===== config.mk =====
export PLATFORM = sky130hd
export DESIGN_NAME = div_seq
export DESIGN_NICKNAME = d
export VERILOG_FILES = /design/src/rtl/div_seq.sv
export SDC_FILE = /design/constraint.sdc
export NUM_CORES = 1
export LEC_CHECK = 0
export ABC_CLOCK_PERIOD_IN_PS = 7500
export BUFFER_PORTS_ARGS = -buffer_cell sky130_fd_sc_hd__buf_4
export CAP_MARGIN = 30
export CORE_MARGIN = 10
export CORE_UTILIZATION = 42
export CTS_CLUSTER_SIZE = 16
export DETAILED_ROUTE_END_ITERATION = 6
export PLACE_DENSITY = 0.65
export SYNTH_ARGS = -nofsm -noshare
export SYNTH_HDL_FRONTEND = slang
export SYNTH_SLANG_ARGS = --single-unit

===== constraint.sdc =====
create_clock -name clk -period 7.5 [get_ports clk]
set_clock_uncertainty 0.2 [all_clocks]
set_input_delay 1.125 -clock clk [delete_from_list [all_inputs] [get_ports clk]]
set_output_delay 1.125 -clock clk [all_outputs]
set_load 0.005 [all_outputs]

===== src/rtl/div_seq.sv =====
// div_seq: multi-cycle restoring divider, one quotient bit per clock.
// Supports signed or unsigned operation per request, flags divide-by-zero,
// and uses valid/ready handshakes on both the request and result sides.
module div_seq #(
    parameter int WIDTH = 32
) (
    input  logic             clk,
    input  logic             rst,
    input  logic             in_valid,
    output logic             in_ready,
    input  logic [WIDTH-1:0] a,
    input  logic [WIDTH-1:0] b,
    input  logic             is_signed,
    output logic             out_valid,
    input  logic             out_ready,
    output logic [WIDTH-1:0] quotient,
    output logic [WIDTH-1:0] remainder,
    output logic             div_by_zero
);

    localparam int CW = $clog2(WIDTH + 1);

    typedef enum logic [1:0] {
        IDLE,
        BUSY,
        DONE
    } state_t;

    state_t             state_q, state_d;
    logic [WIDTH-1:0]   rem_q, rem_d;     // partial remainder, always < divisor
    logic [WIDTH-1:0]   dvd_q, dvd_d;     // dividend shifts out, quotient shifts in
    logic [WIDTH-1:0]   dsr_q, dsr_d;     // divisor magnitude
    logic [CW-1:0]      cnt_q, cnt_d;     // remaining steps
    logic               qneg_q, qneg_d;   // negate quotient at the end
    logic               rneg_q, rneg_d;   // negate remainder at the end
    logic [WIDTH-1:0]   quo_q, quo_d;
    logic [WIDTH-1:0]   rmd_q, rmd_d;
    logic               dbz_q, dbz_d;

    // Operand magnitudes; the most-negative value maps onto itself, which
    // is the correct unsigned magnitude in WIDTH bits.
    logic               a_neg, b_neg;
    logic [WIDTH-1:0]   a_mag, b_mag;

    // One restoring step on the current datapath registers.
    logic [WIDTH:0]     partial;
    logic               ge;
    logic [WIDTH-1:0]   rem_step;
    logic [WIDTH-1:0]   quo_step;
    logic [WIDTH-1:0]   q_final, r_final;

    // Operand sign handling and the single shift-subtract step.
    always_comb begin
        a_neg    = is_signed & a[WIDTH-1];
        b_neg    = is_signed & b[WIDTH-1];
        a_mag    = a_neg ? -a : a;
        b_mag    = b_neg ? -b : b;
        partial  = {rem_q, dvd_q[WIDTH-1]};
        ge       = (partial >= {1'b0, dsr_q});
        // Result of the subtraction is below the divisor, so it fits WIDTH bits.
        rem_step = ge ? WIDTH'(partial - {1'b0, dsr_q}) : partial[WIDTH-1:0];
        quo_step = {dvd_q[WIDTH-2:0], ge};
        q_final  = qneg_q ? -quo_step : quo_step;
        r_final  = rneg_q ? -rem_step : rem_step;
    end

    // Next-state and datapath control for the IDLE/BUSY/DONE machine.
    always_comb begin
        state_d = state_q;
        rem_d   = rem_q;
        dvd_d   = dvd_q;
        dsr_d   = dsr_q;
        cnt_d   = cnt_q;
        qneg_d  = qneg_q;
        rneg_d  = rneg_q;
        quo_d   = quo_q;
        rmd_d   = rmd_q;
        dbz_d   = dbz_q;
        unique case (state_q)
            IDLE: begin
                if (in_valid) begin
                    if (b == '0) begin
                        // No iteration needed: publish the fixed result directly.
                        state_d = DONE;
                        quo_d   = '1;
                        rmd_d   = a;
                        dbz_d   = 1'b1;
                    end else begin
                        state_d = BUSY;
                        cnt_d   = CW'(WIDTH);
                        rem_d   = '0;
                        dvd_d   = a_mag;
                        dsr_d   = b_mag;
                        qneg_d  = a_neg ^ b_neg;
                        rneg_d  = a_neg;
                    end
                end
            end
            BUSY: begin
                rem_d = rem_step;
                dvd_d = quo_step;
                cnt_d = cnt_q - CW'(1);
                if (cnt_q == CW'(1)) begin
                    // Last step: apply signs while loading the result registers.
                    state_d = DONE;
                    quo_d   = q_final;
                    rmd_d   = r_final;
                    dbz_d   = 1'b0;
                end
            end
            DONE: begin
                if (out_ready) begin
                    state_d = IDLE;
                end
            end
            default: begin
                state_d = IDLE;
            end
        endcase
    end

    // State and datapath registers; reset discards any in-flight request.
    always_ff @(posedge clk or posedge rst) begin
        if (rst) begin
            state_q <= IDLE;
            rem_q   <= '0;
            dvd_q   <= '0;
            dsr_q   <= '0;
            cnt_q   <= '0;
            qneg_q  <= 1'b0;
            rneg_q  <= 1'b0;
            quo_q   <= '0;
            rmd_q   <= '0;
            dbz_q   <= 1'b0;
        end else begin
            state_q <= state_d;
            rem_q   <= rem_d;
            dvd_q   <= dvd_d;
            dsr_q   <= dsr_d;
            cnt_q   <= cnt_d;
            qneg_q  <= qneg_d;
            rneg_q  <= rneg_d;
            quo_q   <= quo_d;
            rmd_q   <= rmd_d;
            dbz_q   <= dbz_d;
        end
    end

    // Handshake flags come straight from the state; results hold until the next one.
    always_comb begin
        in_ready    = (state_q == IDLE);
        out_valid   = (state_q == DONE);
        quotient    = quo_q;
        remainder   = rmd_q;
        div_by_zero = dbz_q;
    end

endmodule


==> qor.txt <==
Post-synth EDFFs -> 0
Yosys top cell by area -> dfrtp_1
combinational share of power -> 0.640
core area -> 28500 um^2
Max Cap Violations -> 0
slowest cell on the critical path -> o31ai_1
final setup vio count -> 0
I/O Pins -> 136
CTS buffer count -> 17
via count -> 11600
Leak -> 5.92 nW
Internal -> 3.62 mW
Yosys top cell area share -> 0.354
post-layout min period -> 5540 ps
Layout area overhead -> 16.0%
CTS tree -> done
yosys warns -> 0
Final period util -> 0.739
final WL -> 38.9 mm
1st-iter DRT viols -> 1254
most frequent cell on the critical path -> nand2b_1
top cells by count, synth -> 193 x nand2_1, 171 x dfrtp_1, 158 x o21ai_0, 149 x a21oi_1, 146 x nor2_1
syn_nets -> 1623
initial antenna violation count -> 0
clock share of power -> 0.125
critical path, cell by cell -> ha_1 > a21oi_1 > o21ai_1 > a31o_2 > o31ai_1 > nand2_4 > inv_2 > ha_1 > nand2_1 > or4_1 > nand2b_1 > nand2b_1 > nand2b_1 > o21ai_0 > xor2_1 > a31oi_1
Nets -> 1711
Synth Flop Type -> dfrtp_1
end of the worst register-to-register path -> quotient[30]
initial core utilization -> 0.424
worst hold start -> remainder[7]
std cell rows -> 62
#FFs+latches synth -> 171
clock transition at the registers of the reported paths -> 70 ps
gr ovfl total -> 0
Post-synth ARST share -> 1.00
Slew @ Worst Pin -> 974 ps
drt pass-1 iters -> 6
Final Hold Viols -> 0
CTS resizes -> 0
RD Place Congestion -> 0.951
critical path endpoint category -> flip-flop
largest net degree at the start of global routing -> 93
Slew Limit Fails -> 0
net load switching power -> 3.84 mW
Fmax -> 180 MHz
Die Area -> 36000 um^2
Hold Buf Count CTS -> 0
global-route wire length before repair -> 62.2 mm
most frequent cell after synthesis -> nand2_1
Synth Instances -> 1515
area of the mapped netlist -> 12100 um^2
RSZ-0062 raised after global routing -> no
clock sink count -> 171
drt drc -> 0
Die Ht -> 190 um
Worst Hold Path EP -> remainder[7]
clock latency on the worst-skew pair -> 440 ps
vias in the first global route -> 11100
register area share after synthesis -> 0.354
cell area power density -> 532 nW/um^2
synth unique cells -> 75
Worst R2R Start -> rem_q[5]
routed wire length per instance -> 19.4 um
GRT Total Usage -> 0.215
Reg2Reg Depth -> 16
crit path DAT -> 5630 ps
crit path buf inv count -> 1
HP Class -> flip-flop to flip-flop
hold_ws -> 288 ps
share of layout cells above drive strength 1 -> 0.132
Hold Path Stages -> 2
critical path data required time -> 7590 ps
largest stage delay on the critical path -> 540 ps
Fin Setup TNS -> 0 ps
Port Buffers -> 135
diodes inserted -> 0
critical path peak fanout -> 35
H-tree levels -> 4
Worst Setup Start Kind -> flip-flop
Synth area leaders -> dfrtp_1 35%, o21ai_0 6.5%, a21oi_1 6.2%, nand2_1 6.0%, xor2_1 5.7%
Avg Cell Area, Syn -> 7.99 um^2
Routed Antenna Nets -> 0
Reg power frac -> 0.236
Sw Ratio -> 0.515
Max rail drop VDD -> 194 uV
DP Wirelength -> 29.9 mm
Worst Path Class, Setup -> flip-flop to flip-flop
die width -> 190 um
DR vias/cell -> 5.78
critical path's top delay family -> compound AO/OA/AOI/OAI gates
Slew HR -> 0.351
postcts setup bufs -> 0
status -> finished clean
Root Buffer -> clkbuf_16
flop2flop setup slack -> 1960 ps
CTS max path bufs -> 2
==> power groups by stage <==
stage                     clock network (mW)  logic (mW)  registers [mW]
after detailed placement                   0        4.71            1.77
after global placement                     0        4.68            1.76
after global routing                   0.984        5.29            1.82
after floorplan                            0        3.33            1.63
final                                  0.929        4.78            1.76
after CTS                              0.944        4.74            1.75
==> how the worst max path moves through the flow <==
stage                     cells after the start      endpoint      from
after floorplan                               1      cnt_q[0]       rst
after global placement                       16  quotient[26]  rem_q[2]
after detailed placement                     16  quotient[26]  rem_q[5]
after CTS                                    16  quotient[26]  rem_q[5]
after global routing                         16  quotient[30]  rem_q[5]
final                                        16  quotient[30]  rem_q[5]
==> sequential cells by signal (all words and copies together), names as in the netlist <==
name         count
div_by_zero      1
cnt_q            6
qneg_q           1
state_q          2
dsr_q           32
rem_q           32
rneg_q           1
remainder       32
quotient        32
dvd_q           32
==> kinds of logic (layout without fill, tap and decap cells) <==
group / after synthesis / in the layout / share of synthesized area
buf+inv: 140 / 241 / 0.0436
compound gates: 481 / 481 / 0.239
flops: 171 / 171 / 0.354
fa+ha+maj: 39 / 39 / 0.0410
simple gates: 522 / 522 / 0.201
mux: 30 / 30 / 0.0254
xor+xnor: 132 / 132 / 0.0956
==> routing by layer <==
metal,vias up,routed length [um],part of all wire,GRT usage
li1,5593,-,-,-
met1,5486,17700,0.46,0.294
met2,421,17400,0.45,0.335
met3,53,2340,0.060,0.0317
met4,0,1340,0.034,0.0882
met5,-,0,0,0
==> stage by stage <==
step                power, mW  worst slack [ps]  area [um^2]  std cells   util
floorplan                4.96              1540        12100       1515      -
global placement         6.43              2160        13400       1968  0.470
detailed placement       6.48              2050        13400       1968  0.470
CTS                      7.44              2030        14000       2000  0.492
global route             8.09              1580        14000       2000  0.492
finish                   7.46              1960        14000       2000  0.492
==> cell usage in the layout (no fill, tap or decap), types with 9 or more instances in the layout <==
| master | instances |
|---|---|
| inv_1 | 58 |
| and2_1 | 9 |
| nor3_1 | 31 |
| and3_1 | 13 |
| o21ai_0 | 158 |
| a21o_1 | 9 |
| o41ai_1 | 12 |
| nor2_1 | 145 |
| clkbuf_16 | 17 |
| ha_1 | 38 |
| o21ai_1 | 11 |
| mux2i_1 | 24 |
| dfrtp_1 | 171 |
| xnor2_1 | 53 |
| nand3_1 | 19 |
| nor4_1 | 23 |
| or3_1 | 19 |
| a21oi_1 | 149 |
| nand2_1 | 193 |
| nand4_1 | 12 |
| a31oi_1 | 36 |
| xor2_1 | 79 |
| or4_1 | 16 |
| o31ai_1 | 24 |
| buf_4 | 148 |
==> worst register-to-register path, stage by stage (launching register included) <==
cell and delay (ps):
dfrtp_1 430, ha_1 380, a21oi_1 380, o21ai_1 190
a31o_2 280, o31ai_1 550, nand2_4 340, inv_2 540
ha_1 280, nand2_1 90, or4_1 470, nand2b_1 230
nand2b_1 260, nand2b_1 250, o21ai_0 240, xor2_1 180
a31oi_1 100
==> layout make-up <==
class,instances,area [um^2]
Fill cell,2848,14500
Multi-Input combinational cell,1204,7310
Sequential cell,171,4280
Timing Repair Buffer,148,1110
Tap cell,384,480
Clock buffer,20,467
Inverter,61,234
Clock inverter,12,150
Power figures use the tool's default switching activity.
